File: src/rtl/seg_scan_display.sv
// seg_scan_display: multiplexed seven-segment display controller for common-anode digits.
// Scans one digit per slot of 2**SLOT_LOG2 clocks, most-significant digit first.
// A loaded value waits in a pending register and reaches the display register only
// at a frame boundary, so a frame never mixes old and new digits.
//
// Ports:
//   CLK, RST    system clock, asynchronous active-high reset
//   value       hex nibbles, nibble k drives digit k
//   dots        per-digit decimal point request
//   load        one-cycle strobe capturing value/dots into the pending register
//   blank_zero  1 = blank leading zero digits (digit 0 never blanked)
//   brightness  on-window per slot; all-ones = full on
//   seg         {dp, g..a}, active-low, registered
//   dig         one-hot digit enable, active-high, registered
//   frame       one-cycle pulse on the first cycle of each scan frame
module seg_scan_display #(
    parameter int DIGITS    = 4,
    parameter int SLOT_LOG2 = 10,
    parameter int BRIGHT_W  = 4
) (
    input  logic                  CLK,
    input  logic                  RST,
    input  logic [4*DIGITS-1:0]   value,
    input  logic [DIGITS-1:0]     dots,
    input  logic                  load,
    input  logic                  blank_zero,
    input  logic [BRIGHT_W-1:0]   brightness,
    output logic [7:0]            seg,
    output logic [DIGITS-1:0]     dig,
    output logic                  frame
);

    localparam int IDX_W = $clog2(DIGITS);
    localparam logic [IDX_W-1:0] POS_LAST = IDX_W'(DIGITS - 1);

    // pos counts scan slots upward from 0; the digit shown is DIGITS-1-pos,
    // so a reset value of 0 starts the scan on the most-significant digit.
    logic [SLOT_LOG2-1:0] cnt_q, cnt_d;
    logic [IDX_W-1:0]     pos_q, pos_d;
    logic [4*DIGITS-1:0]  disp_val_q, disp_val_d;
    logic [DIGITS-1:0]    disp_dots_q, disp_dots_d;
    logic [4*DIGITS-1:0]  pend_val_q, pend_val_d;
    logic [DIGITS-1:0]    pend_dots_q, pend_dots_d;
    logic                 pend_flag_q, pend_flag_d;
    logic [7:0]           seg_q, seg_d;
    logic [DIGITS-1:0]    dig_q, dig_d;
    logic                 frame_q, frame_d;

    logic                 slot_end;
    logic                 frame_start;
    logic [IDX_W-1:0]     cur_dig;
    logic [3:0]           cur_nib;
    logic                 cur_dot;
    logic                 cur_blank;
    logic                 on_window;
    logic [DIGITS-1:0]    lead_zero;

    function automatic logic [6:0] hex7(input logic [3:0] nib);
        logic [6:0] pat;
        case (nib)
            4'h0: pat = 7'h40;
            4'h1: pat = 7'h79;
            4'h2: pat = 7'h24;
            4'h3: pat = 7'h30;
            4'h4: pat = 7'h19;
            4'h5: pat = 7'h12;
            4'h6: pat = 7'h02;
            4'h7: pat = 7'h78;
            4'h8: pat = 7'h00;
            4'h9: pat = 7'h10;
            4'hA: pat = 7'h08;
            4'hB: pat = 7'h03;
            4'hC: pat = 7'h46;
            4'hD: pat = 7'h21;
            4'hE: pat = 7'h06;
            default: pat = 7'h0E;
        endcase
        return pat;
    endfunction

    // Scan timing, frame boundary and pending/display registers.
    always_comb begin
        cnt_d       = cnt_q + 1'b1;
        slot_end    = &cnt_q;
        frame_start = slot_end && (pos_q == POS_LAST);
        frame_d     = frame_start;

        pos_d = pos_q;
        if (slot_end) begin
            pos_d = frame_start ? '0 : pos_q + 1'b1;
        end

        disp_val_d  = disp_val_q;
        disp_dots_d = disp_dots_q;
        pend_val_d  = pend_val_q;
        pend_dots_d = pend_dots_q;
        pend_flag_d = pend_flag_q;

        if (frame_start && pend_flag_q) begin
            disp_val_d  = pend_val_q;
            disp_dots_d = pend_dots_q;
            pend_flag_d = 1'b0;
        end
        // A load on the commit edge is applied after the commit, so it stays
        // pending for the following frame.
        if (load) begin
            pend_val_d  = value;
            pend_dots_d = dots;
            pend_flag_d = 1'b1;
        end
    end

    // Digit selection, blanking and brightness window.
    always_comb begin
        cur_dig = POS_LAST - pos_q;

        lead_zero = '0;
        lead_zero[DIGITS-1] = (disp_val_q[4*DIGITS-1 -: 4] == 4'h0);
        for (int k = DIGITS - 2; k >= 0; k--) begin
            lead_zero[k] = lead_zero[k+1] && (disp_val_q[4*k +: 4] == 4'h0);
        end

        on_window = (cnt_q[SLOT_LOG2-1 -: BRIGHT_W] <= brightness);

        cur_nib   = 4'h0;
        cur_dot   = 1'b0;
        cur_blank = 1'b0;
        dig_d     = '0;
        for (int k = 0; k < DIGITS; k++) begin
            if (IDX_W'(k) == cur_dig) begin
                cur_nib   = disp_val_q[4*k +: 4];
                cur_dot   = disp_dots_q[k];
                cur_blank = blank_zero && (k != 0) && lead_zero[k];
                dig_d[k]  = on_window;
            end
        end

        seg_d = 8'hFF;
        if (on_window) begin
            seg_d = {~cur_dot, cur_blank ? 7'h7F : hex7(cur_nib)};
        end
    end

    always_ff @(posedge CLK or posedge RST) begin
        if (RST) begin
            cnt_q       <= '0;
            pos_q       <= '0;
            disp_val_q  <= '0;
            disp_dots_q <= '0;
            pend_val_q  <= '0;
            pend_dots_q <= '0;
            pend_flag_q <= 1'b0;
            seg_q       <= 8'hFF;
            dig_q       <= '0;
            frame_q     <= 1'b0;
        end else begin
            cnt_q       <= cnt_d;
            pos_q       <= pos_d;
            disp_val_q  <= disp_val_d;
            disp_dots_q <= disp_dots_d;
            pend_val_q  <= pend_val_d;
            pend_dots_q <= pend_dots_d;
            pend_flag_q <= pend_flag_d;
            seg_q       <= seg_d;
            dig_q       <= dig_d;
            frame_q     <= frame_d;
        end
    end

    assign seg   = seg_q;
    assign dig   = dig_q;
    assign frame = frame_q;

endmodule
File: config.mk
export PLATFORM = sky130hd
export DESIGN_NAME = seg_scan_display
export DESIGN_NICKNAME = d
export VERILOG_FILES = /design/src/rtl/seg_scan_display.sv
export SDC_FILE = /design/constraint.sdc
export NUM_CORES = 1
export LEC_CHECK = 0
export BUFFER_PORTS_ARGS = -buffer_cell sky130_fd_sc_hd__buf_4
export CORE_MARGIN = 3
export CORE_UTILIZATION = 36
export CTS_CLUSTER_DIAMETER = 50
export DETAILED_ROUTE_END_ITERATION = 7
export SLEW_MARGIN = 10
export SYNTH_ARGS = -nofsm -noshare
export SYNTH_HDL_FRONTEND = slang
export SYNTH_SLANG_ARGS = --single-unit
File: constraint.sdc
create_clock -name CLK -period 5.7 [get_ports CLK]
set_input_delay 1.14 -clock CLK [delete_from_list [all_inputs] [get_ports CLK]]
set_output_delay 1.14 -clock CLK [all_outputs]
set_load 0.02 [all_outputs]
==> flow_metrics.env <==
export IMPL_status="finished, final reports clean"
export IMPL_cp_max_fo=12
export IMPL_wl_per_cell_um=13.8
export IMPL_relSlewSlack=0.465
export IMPL_worstPathArrival_ns=2.98
export IMPL_leakage_uw=0.00174
export IMPL_avgSynthCellArea_um2=12.9
export IMPL_whs_ns=0.448
export IMPL_drtIter0Drc=70
export IMPL_track_usage=0.121
export IMPL_max_freq_ghz=0.365
export IMPL_pin_count=41
export IMPL_cts_repair_resized=0
export IMPL_cts_tree="yes"
export IMPL_r2r_start="pos_q[0]"
export IMPL_rr_endpoint="seg[3]"
export IMPL_finClkSkew_ns=0.00510
export IMPL_dpl_worst_slack_ns=2.97
export IMPL_tightest_slew_ns=0.803
export IMPL_fin_setup_tns_ns=0
export IMPL_synth_area_um2=3120
export IMPL_grt_ovfl_total=0
export IMPL_drc=0
export IMPL_die_area_um2=9820
export IMPL_fp_row_count=33
export IMPL_cts_setup_buffers=0
export IMPL_port_buffers=40
export IMPL_synthXorXnorAreaFrac=0.0225
export IMPL_cap_violations=0
export IMPL_grt_pass1_vias=1988
export IMPL_clk_pin_slew_ns=0.06
export IMPL_coreArea_um2=8300
export IMPL_final_setup_viol_count=0
export IMPL_synth_compound_area_frac=0.0517
export IMPL_hold_viol_final=0
export IMPL_path_class="reg -> reg"
export IMPL_layout_commonest_cell="dfrtp_1"
export IMPL_route_antenna_remaining_nets=0
export IMPL_power_switching_uw=194
export IMPL_synthMuxAreaShare=0.189
export IMPL_clkSinkCount=66
export IMPL_slew_violations=0
export IMPL_place_gp_congestion=0.821
export IMPL_fin_nets=328
export IMPL_clockRootBuffer="clkbuf_8"
export IMPL_endpoint_kind="flip-flop"
export IMPL_yosys_warnings=0
export IMPL_max_vdd_ir_drop_v=0.000186
export IMPL_yosysUniqueCellTypes=36
export IMPL_intPower_uw=729
export IMPL_cts_buffers=9
export IMPL_dpl_hpwl_um=3840
export IMPL_initial_core_util=0.376
export IMPL_pwr_share_seq=0.537
export IMPL_switching_share=0.210
export IMPL_fin_ws_ns=2.96
export IMPL_synth_nets=285
export IMPL_yosysSeqAreaShare=0.533
export IMPL_min_path_type="reg -> reg"
export IMPL_comb_power_share=0.060
export IMPL_insertion_delay_ns=0.33
export IMPL_powerDensity_nw_per_um2=250
export IMPL_n_antenna_cell=0
export IMPL_mostFrequentLayoutCells="58 x dfrtp_1, 42 x buf_4, 22 x mux2_2"
export IMPL_dr_total_vias=1914
export IMPL_grt_max_degree=67
export IMPL_cts_buffer_depth=2
export IMPL_rsz0062_at_grt="false"
export IMPL_period_share=0.480
export IMPL_cts_hold_buffers_added=0
export IMPL_hold_depth=1
export IMPL_hp_start="cnt_q[0]"
export IMPL_cts_htree_levels=3
export IMPL_whs_endpoint="cnt_q[0]"
export IMPL_r2r_setup_slack_ns=2.96
export IMPL_cp_start_kind="flip-flop"
export IMPL_grt_pass1_wl_um=9380
export IMPL_dieHeight_um=99.1
export IMPL_drive_gt1_frac=0.372
export IMPL_synthSimpleGateAreaFrac=0.102
export IMPL_antenna_found_initial=0
export IMPL_routed_wl_um=5440
export IMPL_ys_seq_elements=66
export IMPL_synth_fa_ha_area_frac=0.0642
export IMPL_first_pass_iters=5
export IMPL_synth_cells=241
export IMPL_period_needed_ns=2.74
export IMPL_clkPwrFrac=0.402
export IMPL_critPathRequiredTime_ns=5.95
export IMPL_vias_per_cell=4.87
export IMPL_r2r_cells=9
export IMPL_syn_to_final_growth_pct=18.1
export IMPL_synth_top_family_by_area="multiplexers"
export IMPL_die_w_um=99.1
[routing by layer]
metal	up-vias	GRT usage	share of wire
met2	56	0.174	0.43
met4	0	0.0441	0.0074
met5	-	0	0
met1	931	0.164	0.49
li1	923	-	-
met3	4	0.0488	0.065
[how the worst max path moves through the flow]
stage / endpoint / cells past startpoint / start
floorplan: cnt_q[0] / 1 / RST
global placement: seg[6] / 8 / brightness[1]
detailed placement: seg[5] / 8 / brightness[1]
CTS: seg[3] / 9 / pos_q[0]
global route: seg[3] / 9 / pos_q[0]
finish: seg[3] / 9 / pos_q[0]
[state kept, by name (all words and copies together), names as in the netlist]
name	flops
frame	1
pos_q	2
dig	4
cnt_q	10
pend_val_q	16
disp_val_q	16
pend_flag_q	1
seg	8
pend_dots_q	4
disp_dots_q	4
[area by class of cell]
cell class	instances	area [um^2]
clock buffers	12	145
clock inverters	3	40.0
well taps	105	131
inverters	14	52.6
flip-flops and latches	66	1660
multi-input cells	151	1340
fillers	771	4620
repair buffers	42	315
[kinds of logic after synthesis]
| logic type | Yosys count |
|---|---|
| buf+inv | 24 |
| xor+xnor | 8 |
| mux | 46 |
| fa+ha+maj | 16 |
| simple gates | 56 |
| compound gates | 25 |
| flops | 66 |
[power groups by stage]
stage	clock network, uW	logic, uW	registers (uW)
3_3_place_gp	0	56.2	504
2_1_floorplan	0	28.9	505
3_5_place_dp	0	57.2	505
5_1_grt	407	62.6	498
6_report	371	55.6	496
4_1_cts	384	57.4	496
[cell usage after synthesis, drive strengths merged]
library cell,instances,share of area
dfrtp,58,0.47
mux2,42,0.18
ha,16,0.064
nand2,15,0.018
inv,14,0.017
nor2b,9,0.018
buf,8,0.019
dfstp,8,0.067
a21oi,6,0.0096
nand3b,6,0.014
o21ai,6,0.0096
xnor2,6,0.017
and3,5,0.010
nand3,5,0.012
nor2,5,0.0060
mux2i,4,0.013
o211ai,4,0.0096
nand2b,3,0.0060
nor3b,3,0.0072
nor4,3,0.0060
a211oi,2,0.0048
clkbuf,2,0.0024
o221ai,2,0.0056
xor2,2,0.0056
a21o,1,0.0024
a311o,1,0.0032
a311oi,1,0.0028
a31oi,1,0.0020
nand4,1,0.0020
o22ai,1,0.0020
or2,1,0.0020
[worst max-delay path, stage by stage (launching register included)]
cell and delay (ns):
dfrtp_1 0.42, inv_1 0.12, ha_1 0.38, a211oi_1 0.13
a211oi_1 0.66, inv_1 0.24, ha_1 0.26, mux2_2 0.26
mux2i_1 0.12, nand2_1 0.07
[through the flow]
stage               instances  total power [uW]  instance area (um^2)   util
finish                    393               922                  3680  0.444
global route              393               967                  3680  0.444
CTS                       393               938                  3680  0.444
detailed placement        378               562                  3500  0.422
global placement          378               560                  3500  0.422
floorplan                 241               534                  3120      -
No activity file was read; power rests on OpenSTA's default activity.
